$ cat config.mk
export PLATFORM = sky130hd
export DESIGN_NAME = inst_intensity_scheduler
export DESIGN_NICKNAME = d
export VERILOG_FILES = /design/src/rtl/viz_pkg.sv /design/src/rtl/inst_intensity_scheduler_hit_fifo.sv /design/src/rtl/inst_intensity_scheduler.sv
export SDC_FILE = /design/constraint.sdc
export NUM_CORES = 1
export LEC_CHECK = 0
export CAP_MARGIN = 20
export CORE_MARGIN = 2
export CORE_UTILIZATION = 50
export CTS_CLUSTER_SIZE = 24
export DETAILED_ROUTE_END_ITERATION = 16
export PLACE_DENSITY = 0.75
export SLEW_MARGIN = 20
export SYNTH_ARGS = -nofsm -noshare
export SYNTH_HDL_FRONTEND = slang
export SYNTH_SLANG_ARGS = --single-unit
$ cat constraint.sdc
create_clock -name clk_pixel -period 3.9 [get_ports clk_pixel]
set_clock_uncertainty 0.15 [all_clocks]
set_input_delay 0.39 -clock clk_pixel [delete_from_list [all_inputs] [get_ports clk_pixel]]
set_output_delay 0.39 -clock clk_pixel [all_outputs]
set_load 0.005 [all_outputs]
$ cat src/rtl/viz_pkg.sv
// Shared types and helpers for the instrument intensity scheduler.
package viz_pkg;

   localparam int ACC_W        = 16;
   localparam int VEL_W        = 7;
   localparam int INST_FIELD_W = 8;

   typedef enum logic [1:0] {
      IDLE,
      SWEEP,
      PUBLISH
   } sched_state_e;

   typedef struct packed {
      logic [INST_FIELD_W-1:0] inst;
      logic [VEL_W-1:0]        velocity;
   } hit_entry_t;

   // Index width for n instruments, never narrower than one bit.
   function automatic int inst_idx_w(input int n);
      return (n > 2) ? $clog2(n) : 1;
   endfunction

endpackage

$ cat src/rtl/inst_intensity_scheduler_hit_fifo.sv
// Synchronous FIFO of pending hits; full/empty come straight from the pointers.
module hit_fifo
   import viz_pkg::*;
#(
   parameter int FIFO_DEPTH = 4
) (
   input  logic       clk_pixel,
   input  logic       rst,
   input  logic       push,
   input  hit_entry_t push_data,
   input  logic       pop,
   output hit_entry_t pop_data,
   output logic       full,
   output logic       empty
);

   localparam int PTR_W = $clog2(FIFO_DEPTH);

   logic [PTR_W:0] wr_ptr;
   logic [PTR_W:0] rd_ptr;
   hit_entry_t     mem [FIFO_DEPTH];

   assign empty    = (wr_ptr == rd_ptr);
   assign full     = (wr_ptr[PTR_W] != rd_ptr[PTR_W]) &&
                     (wr_ptr[PTR_W-1:0] == rd_ptr[PTR_W-1:0]);
   assign pop_data = mem[rd_ptr[PTR_W-1:0]];

   always_ff @(posedge clk_pixel) begin
      if (rst) begin
         wr_ptr <= '0;
         rd_ptr <= '0;
      end else begin
         if (push && !full) wr_ptr <= wr_ptr + {{PTR_W{1'b0}}, 1'b1};
         if (pop && !empty) rd_ptr <= rd_ptr + {{PTR_W{1'b0}}, 1'b1};
      end
   end

   always_ff @(posedge clk_pixel) begin
      if (push && !full) mem[wr_ptr[PTR_W-1:0]] <= push_data;
   end

endmodule

$ cat src/rtl/inst_intensity_scheduler.sv
// Per-instrument intensity accumulators with hit/decay arbitration and per-frame publish.
// Build option: define HIT_MAX_MERGE_EN to make hits keep the louder of old and new value.
module inst_intensity_scheduler
   import viz_pkg::*;
#(
   parameter int INSTRUMENT_COUNT = 3,
   parameter int FIFO_DEPTH       = 4
) (
   input  logic                                  clk_pixel,
   input  logic                                  rst,
   input  logic                                  hit_valid,
   output logic                                  hit_ready,
   input  logic [inst_idx_w(INSTRUMENT_COUNT)-1:0] hit_inst,
   input  logic [VEL_W-1:0]                      hit_velocity,
   input  logic                                  new_frame,
   input  logic [ACC_W*INSTRUMENT_COUNT-1:0]     decay_step,
   output logic [8*INSTRUMENT_COUNT-1:0]         inst_intensity,
   output logic                                  frame_done,
   output logic                                  busy,
   output logic                                  frame_overrun,
   output logic [7:0]                            drop_count
);

   localparam int INST_IDX_W = inst_idx_w(INSTRUMENT_COUNT);

   sched_state_e          state;
   sched_state_e          state_d;
   logic [INST_IDX_W-1:0] idx;
   logic                  fifo_full;
   logic                  fifo_empty;
   logic                  accept;
   logic                  in_range;
   logic                  push;
   logic                  pop;
   hit_entry_t            push_entry;
   hit_entry_t            pop_entry;
   logic [INST_IDX_W-1:0] pop_inst;
   logic [ACC_W-1:0]      hit_val;
   logic [ACC_W-1:0]      acc  [INSTRUMENT_COUNT];
   logic [ACC_W-1:0]      step [INSTRUMENT_COUNT];

   function automatic logic [ACC_W-1:0] decay(input logic [ACC_W-1:0] a,
                                               input logic [ACC_W-1:0] s);
      return (a > s) ? a - s : '0;
   endfunction

   function automatic logic [ACC_W-1:0] hit_write(input logic [ACC_W-1:0] old_val,
                                                   input logic [ACC_W-1:0] new_val);
`ifdef HIT_MAX_MERGE_EN
      return (new_val > old_val) ? new_val : old_val;
`else
      return new_val;
`endif
   endfunction

   assign hit_ready  = !fifo_full;
   assign accept     = hit_valid && hit_ready;
   assign in_range   = int'(hit_inst) < INSTRUMENT_COUNT;
   assign push       = accept && in_range;
   assign push_entry = '{inst: INST_FIELD_W'(hit_inst), velocity: hit_velocity};
   assign pop_inst   = INST_IDX_W'(pop_entry.inst);
   assign hit_val    = {pop_entry.velocity, 9'b0};
   assign busy       = (state != IDLE);

   always_comb begin
      for (int i = 0; i < INSTRUMENT_COUNT; i++) step[i] = decay_step[i*ACC_W +: ACC_W];
   end

   hit_fifo #(
      .FIFO_DEPTH(FIFO_DEPTH)
   ) u_hit_fifo (
      .clk_pixel(clk_pixel),
      .rst      (rst),
      .push     (push),
      .push_data(push_entry),
      .pop      (pop),
      .pop_data (pop_entry),
      .full     (fifo_full),
      .empty    (fifo_empty)
   );

   // Hits only drain in IDLE, so a hit and a decay never write acc in the same cycle.
   always_comb begin
      state_d = state;
      pop     = 1'b0;
      case (state)
         IDLE: begin
            if (new_frame)        state_d = SWEEP;
            else if (!fifo_empty) pop     = 1'b1;
         end
         SWEEP:   if (idx == INST_IDX_W'(INSTRUMENT_COUNT - 1)) state_d = PUBLISH;
         PUBLISH: state_d = IDLE;
         default: state_d = IDLE;
      endcase
   end

   always_ff @(posedge clk_pixel) begin
      if (rst) state <= IDLE;
      else     state <= state_d;
   end

   always_ff @(posedge clk_pixel) begin
      if (rst) begin
         idx           <= '0;
         frame_done    <= 1'b0;
         frame_overrun <= 1'b0;
         drop_count    <= '0;
      end else begin
         frame_done <= (state == PUBLISH);
         idx        <= (state == SWEEP) ? idx + INST_IDX_W'(1) : '0;
         if (new_frame && busy) frame_overrun <= 1'b1;
         if (accept && !in_range && drop_count != 8'hFF) drop_count <= drop_count + 8'd1;
      end
   end

   always_ff @(posedge clk_pixel) begin
      if (rst) begin
         for (int i = 0; i < INSTRUMENT_COUNT; i++) acc[i] <= '0;
         inst_intensity <= '0;
      end else begin
         if (pop) acc[pop_inst] <= hit_write(acc[pop_inst], hit_val);
         if (state == SWEEP) acc[idx] <= decay(acc[idx], step[idx]);
         if (state == PUBLISH) begin
            for (int i = 0; i < INSTRUMENT_COUNT; i++)
               inst_intensity[i*8 +: 8] <= acc[i][ACC_W-1 -: 8];
         end
      end
   end

endmodule

After elaboration in Yosys (flattened, before gate mapping)
Memory sizes are Yosys's and may differ from the RTL's. A register that Yosys moved wholly into a read port is not among the register bits.
Cells that the tools add are included.
- $add $sub $neg: 5
- $mul: 0
- divide/modulo/power cells: 0
- $lt $le $gt $ge: 3
- equal/unequal tests: 9
- shift operators: 0
- multiplexer cells: 29
- bitwise operators: 2
- reduce and logical (&&, ||, !) cells: 17
- operators by type and width (cell ; number):
    2-to-1 mux 16 bit ; 5
    binary-select mux 16 bit (select 2 bit) ; 1
    OR reduction 16 bit ; 2
    > comparator 16 bit ; 1
    subtractor 16 bit ; 1
    2-to-1 mux 1 bit ; 15
    2-to-1 mux 2 bit ; 7
    adder 8 x 1 -> 8 bit, second input constant ; 1
    logical AND 1 bit ; 8
    != test 8 bit, second input constant ; 1
    adder 3 x 1 -> 3 bit, second input constant ; 2
    == test 2 bit, second input constant ; 2
    != test 2 bit, second input constant ; 2
    one-hot mux 2 bit (2 select lines) ; 1
    == test 3 bit ; 1
    greater-or-equal comparator 3 bit, second input constant ; 1
    logical NOT 1 bit ; 3
    inverter 2 -> 3 bit ; 1
    adder 2 x 1 -> 2 bit, second input constant ; 1
    == test 2 x 1 -> 1 bit, second input constant ; 1
    == test 2 bit ; 1
    logical NOT 2 bit ; 1
    less-than comparator 2 bit, second input constant ; 1
    AND reduction 2 bit ; 1
    4 further kinds ; 4
- bits in registers: 20
- bits in latches: 0
- bits in writable memories: 84
- memory bits (read-only): 0
- bits of input ports: 61
- output and inout port bits: 36
- logic and storage cells: 74
- memories: 2
- memories (memory ; words ; width ; rd ports ; clocked after Yosys merged registers in ; write ports ; RTL line ; RTL):
    acc ; 3 ; 16 ; 4 ; 4 ; 3 ; inst_intensity_scheduler.sv:39 ; logic [ACC_W-1:0] acc [INSTRUMENT_COUNT];
    u_hit_fifo.mem ; 4 ; 9 ; 1 ; 1 ; 1 ; inst_intensity_scheduler_hit_fifo.sv:21 ; hit_entry_t mem [FIFO_DEPTH];

Longest topological paths before layout
- depth after elaboration: 10
- depth in mapped cells: 15
- depth with buffers taken out: 13

By module
Synthesis repeated with hierarchy kept, for this count alone.
- cells, all modules: 686
- area total of the unflattened synthesis: 8172.8 sq um
- by module, submodules not included (module ; instances ; cells each ; area an instance (sq um)):
    inst_intensity_scheduler ; 1 ; 540 ; 5435.2
    hit_fifo ; 1 ; 146 ; 2737.6

Least setup slack after synthesis
OpenSTA, ideal clock, no wires.
- path type: register -> register
- start: register idx[1]
- end: memory acc[2][14], data pin
- data arrival time: 3753 ps
- slack: -273 ps
- stages on the path, launching flop included: 16
- period minus slack after synthesis: 4173 ps
- cells stage by stage: dfxtp_1 > clkbuf_1 > clkbuf_1 > buf_2 > mux4_2 > inv_1 > ha_1 > inv_1 > fa_1 > a21o_1 > a221oi_1 > o211a_1 > o22a_1 > or2_1 > buf_2 > o22ai_2
- RTL lines (item ; RTL line ; RTL):
    start: declaration ; inst_intensity_scheduler.sv:28 ; logic [INST_IDX_W-1:0] idx;
    start signal: assignment ; inst_intensity_scheduler.sv:110 ; idx <= (state == SWEEP) ? idx + INST_IDX_W'(1) : '0;
    end: declaration ; inst_intensity_scheduler.sv:39 ;

==> flow_summary.ini <==
[clock_tree]
cts_hold_buf = 0
root_buffer = clkbuf_16
cts_buffer_depth = 2
cts-htree-levels = 4
cts_sinks = 146
postCtsResizedCells = 0
cts_buffers = 17
clkLatencyLatePin_ns = 0.43
postCtsSetupRepairBufs = 0
clk_pin_slew_ns = 0.06
tritoncts = yes

[floorplanning]
die_h_um = 122
io_pins = 97
initial_core_util = 0.508
dieArea_sq_um = 15000
die_x_um = 122
rows = 43
core_sq_um = 13800

[timing]
setup_viol = 0
hold_viol = 0
rsz0062_at_grt = false
finalCritPeriodShare = 0.946
hold_slack_ns = 0.307
timing.fmax_mhz = 271
slew_violations = 0
slew_headroom = 0.384
layout_setup_ws_ns = 0.212
tightestPinTransition_ns = 0.924
tns_ns = 0
layout_min_cycle_time_ns = 3.69

[critical_path]
reg2reg_to = acc[2][7]$_SDFFCE_PN0P_
worstPathMaxFanout = 10
reg2reg_slack_ns = 0.21
timing.rr.start = idx[0]$_SDFF_PN0_
cpMostUsedCell = buf_4
critPathSlowestCell = mux4_2
required_ns = 3.91
crit_chain = buf_4, mux4_2, ha_1, and4_1, nand2_1, o311ai_1, o22a_2, or2_1, buf_4, nor2_1
cp-endpoint = acc[2][7]$_SDFFCE_PN0P_
worst_r2r_path_depth = 10
critPathArrivalTime_ns = 3.70
critPathMaxStageDelay_ns = 0.56
cp-end-kind = register
cp-startpoint = idx[0]$_SDFF_PN0_
critical_path_class = reg -> reg
critPathLaunchType = register

[hold_path]
holdCritPathClass = reg -> reg
holdCritStartpoint = inst_intensity[12]$_SDFFE_PP0P_

[grt]
track_usage = 0.222
antenna_found_initial = 0
grt-busiest-layer = met2
grt_use_met2 = 0.356
use_met3 = 0.0520
grt_max_degree = 46
overflow = 0
grt_first_pass_wirelength_um = 25100
grt_pass1_vias = 4891
grt_use_met1 = 0.291

[finish]
final_util = 0.638
layout_common_cells = edfxtp_1, clkdlybuf4s50_1, nor2_1
drive_above_1_share = 0.113
final_nets = 788
fill_cells = 1077
syn2layout_area_growth_pct = 25.5
diodes = 0
mostFrequentLayoutCell = edfxtp_1

[power]
p_sw_w = 0.000984
intPower_w = 0.00305
netSwitchingFraction = 0.244
p_per_area_nw_per_um2 = 459
power_w = 0.00404
power_leakage_nw = 3.18
seqPwrFrac = 0.434
comb_power_share = 0.156
peakVddDrop_mv = 0.389
p_clk_frac = 0.411

[detailed_routing]
viasPerCell = 5.64
via_count = 5050
wl_per_cell_um = 17.7
dr.pass1.iters = 5
dr.first_iter.drc_count = 433
routed_wl_um = 15800
ant_nets = 0
post-route-drc-count = 0

[synthesis]
syn-num-nets = 686
synth_cell_types = 56
synth.avg_cell_area_sq_um = 11.7
async_flop_share = 0
synthCells = 601
ys_ff_latch = 146
synthFlopType = edfxtp_1
syn_area_sq_um = 7000
yosysSeqAreaShare = 0.560
synth-edff-count = 100
ys_warn_count = 0

[outcome]
status = completed

[placement]
place_ws_ns = 0.0322
gp_congestion = 0.960
port_buffers = 96
hpwlAfterDp_um = 11400

[run]
drv_cap = 0
[per-layer routing]
metal / part of all wire / wire length, um / vias to the layer above
li1: - / - / 2401
met1: 0.42 / 6690 / 2416
met2: 0.48 / 7560 / 195
met3: 0.071 / 1120 / 38
met4: 0.028 / 449 / 0
met5: 0 / 0 / -
[state kept, by name (all words and copies together), names as in the netlist, named ones only]
name / flops
inst_intensity: 24
u_hit_fifo.rd_ptr: 3
idx: 2
frame_overrun: 1
frame_done: 1
state: 2
u_hit_fifo.wr_ptr: 3
acc: 64
u_hit_fifo.mem: 36
drop_count: 8
[area by class of cell]
type / instances / area, sq um / share of cell area
Timing Repair Buffer: 113 / 1090 / 0.124
Multi-Input combinational cell: 413 / 2910 / 0.331
Sequential cell: 146 / 3930 / 0.447
Inverter: 12 / 45.0 / 0.00512
Tap cell: 180 / 225 / 0.0256
Clock inverter: 12 / 164 / 0.0186
Clock buffer: 20 / 437 / 0.0497
[power groups by stage]
stage	clock network, W	registers, W	logic (W)
final	0.00166	0.00175	0.000629
after global routing	0.00174	0.00176	0.000690
after CTS	0.00168	0.00175	0.000620
after detailed placement	0	0.00178	0.000614
after global placement	0	0.00178	0.000600
after floorplan	0	0.00177	0.000422
[cells by family after synthesis]
logic type / count (synthesis) / synth area share
buf+inv: 42 / 0.0268
simple gates: 213 / 0.132
flops: 146 / 0.560
xor+xnor: 25 / 0.0313
compound gates: 104 / 0.0931
fa+ha+maj: 24 / 0.0440
mux: 47 / 0.112
[stage by stage]
step	cell area [sq um]	instances
2_1_floorplan	7010	601
5_1_grt	8790	896
3_3_place_gp	8180	864
4_1_cts	8780	896
6_report	8790	896
3_5_place_dp	8180	864
[worst max-delay path, delay by kind of cell (launching register included)]
family | cells | cell delay, ns
adders and majority gates | 1 | 0.46
and+or+nand+nor | 4 | 0.73
AOI/OAI and AO/OA | 2 | 0.55
buffers and inverters | 2 | 0.50
DFF | 1 | 0.46
muxes | 1 | 0.56
[Yosys cell counts (all sizes together), types with 6 or more instances]
master    n  area share
nand4     6      0.0054
mux4     25       0.081
mux2i    22       0.031
o21ai    10      0.0071
clkbuf   21       0.011
and3      6      0.0054
o22ai     9      0.0098
xor2     15       0.019
or2       6      0.0061
nor2     92       0.050
nand2b    8      0.0071
a21oi    54       0.039
ha       23       0.041
nand2    74       0.040
xnor2    10       0.013
and2      6      0.0054
buf       9      0.0089
edfxtp  100        0.43
inv      12      0.0064
dfxtp    46        0.13
[worst min-delay path by stage]
stage	end	slack [ns]	cells past startpoint
4_1_cts	inst_intensity[17]$_SDFFE_PP0P_	0.31	2
5_1_grt	inst_intensity[12]$_SDFFE_PP0P_	0.33	2
3_5_place_dp	inst_intensity[17]$_SDFFE_PP0P_	0.30	2
2_1_floorplan	inst_intensity[0]$_SDFFE_PP0P_	0.30	2
3_3_place_gp	inst_intensity[8]$_SDFFE_PP0P_	0.30	2
6_report	inst_intensity[12]$_SDFFE_PP0P_	0.31	2
Power figures use the tool's default switching activity.
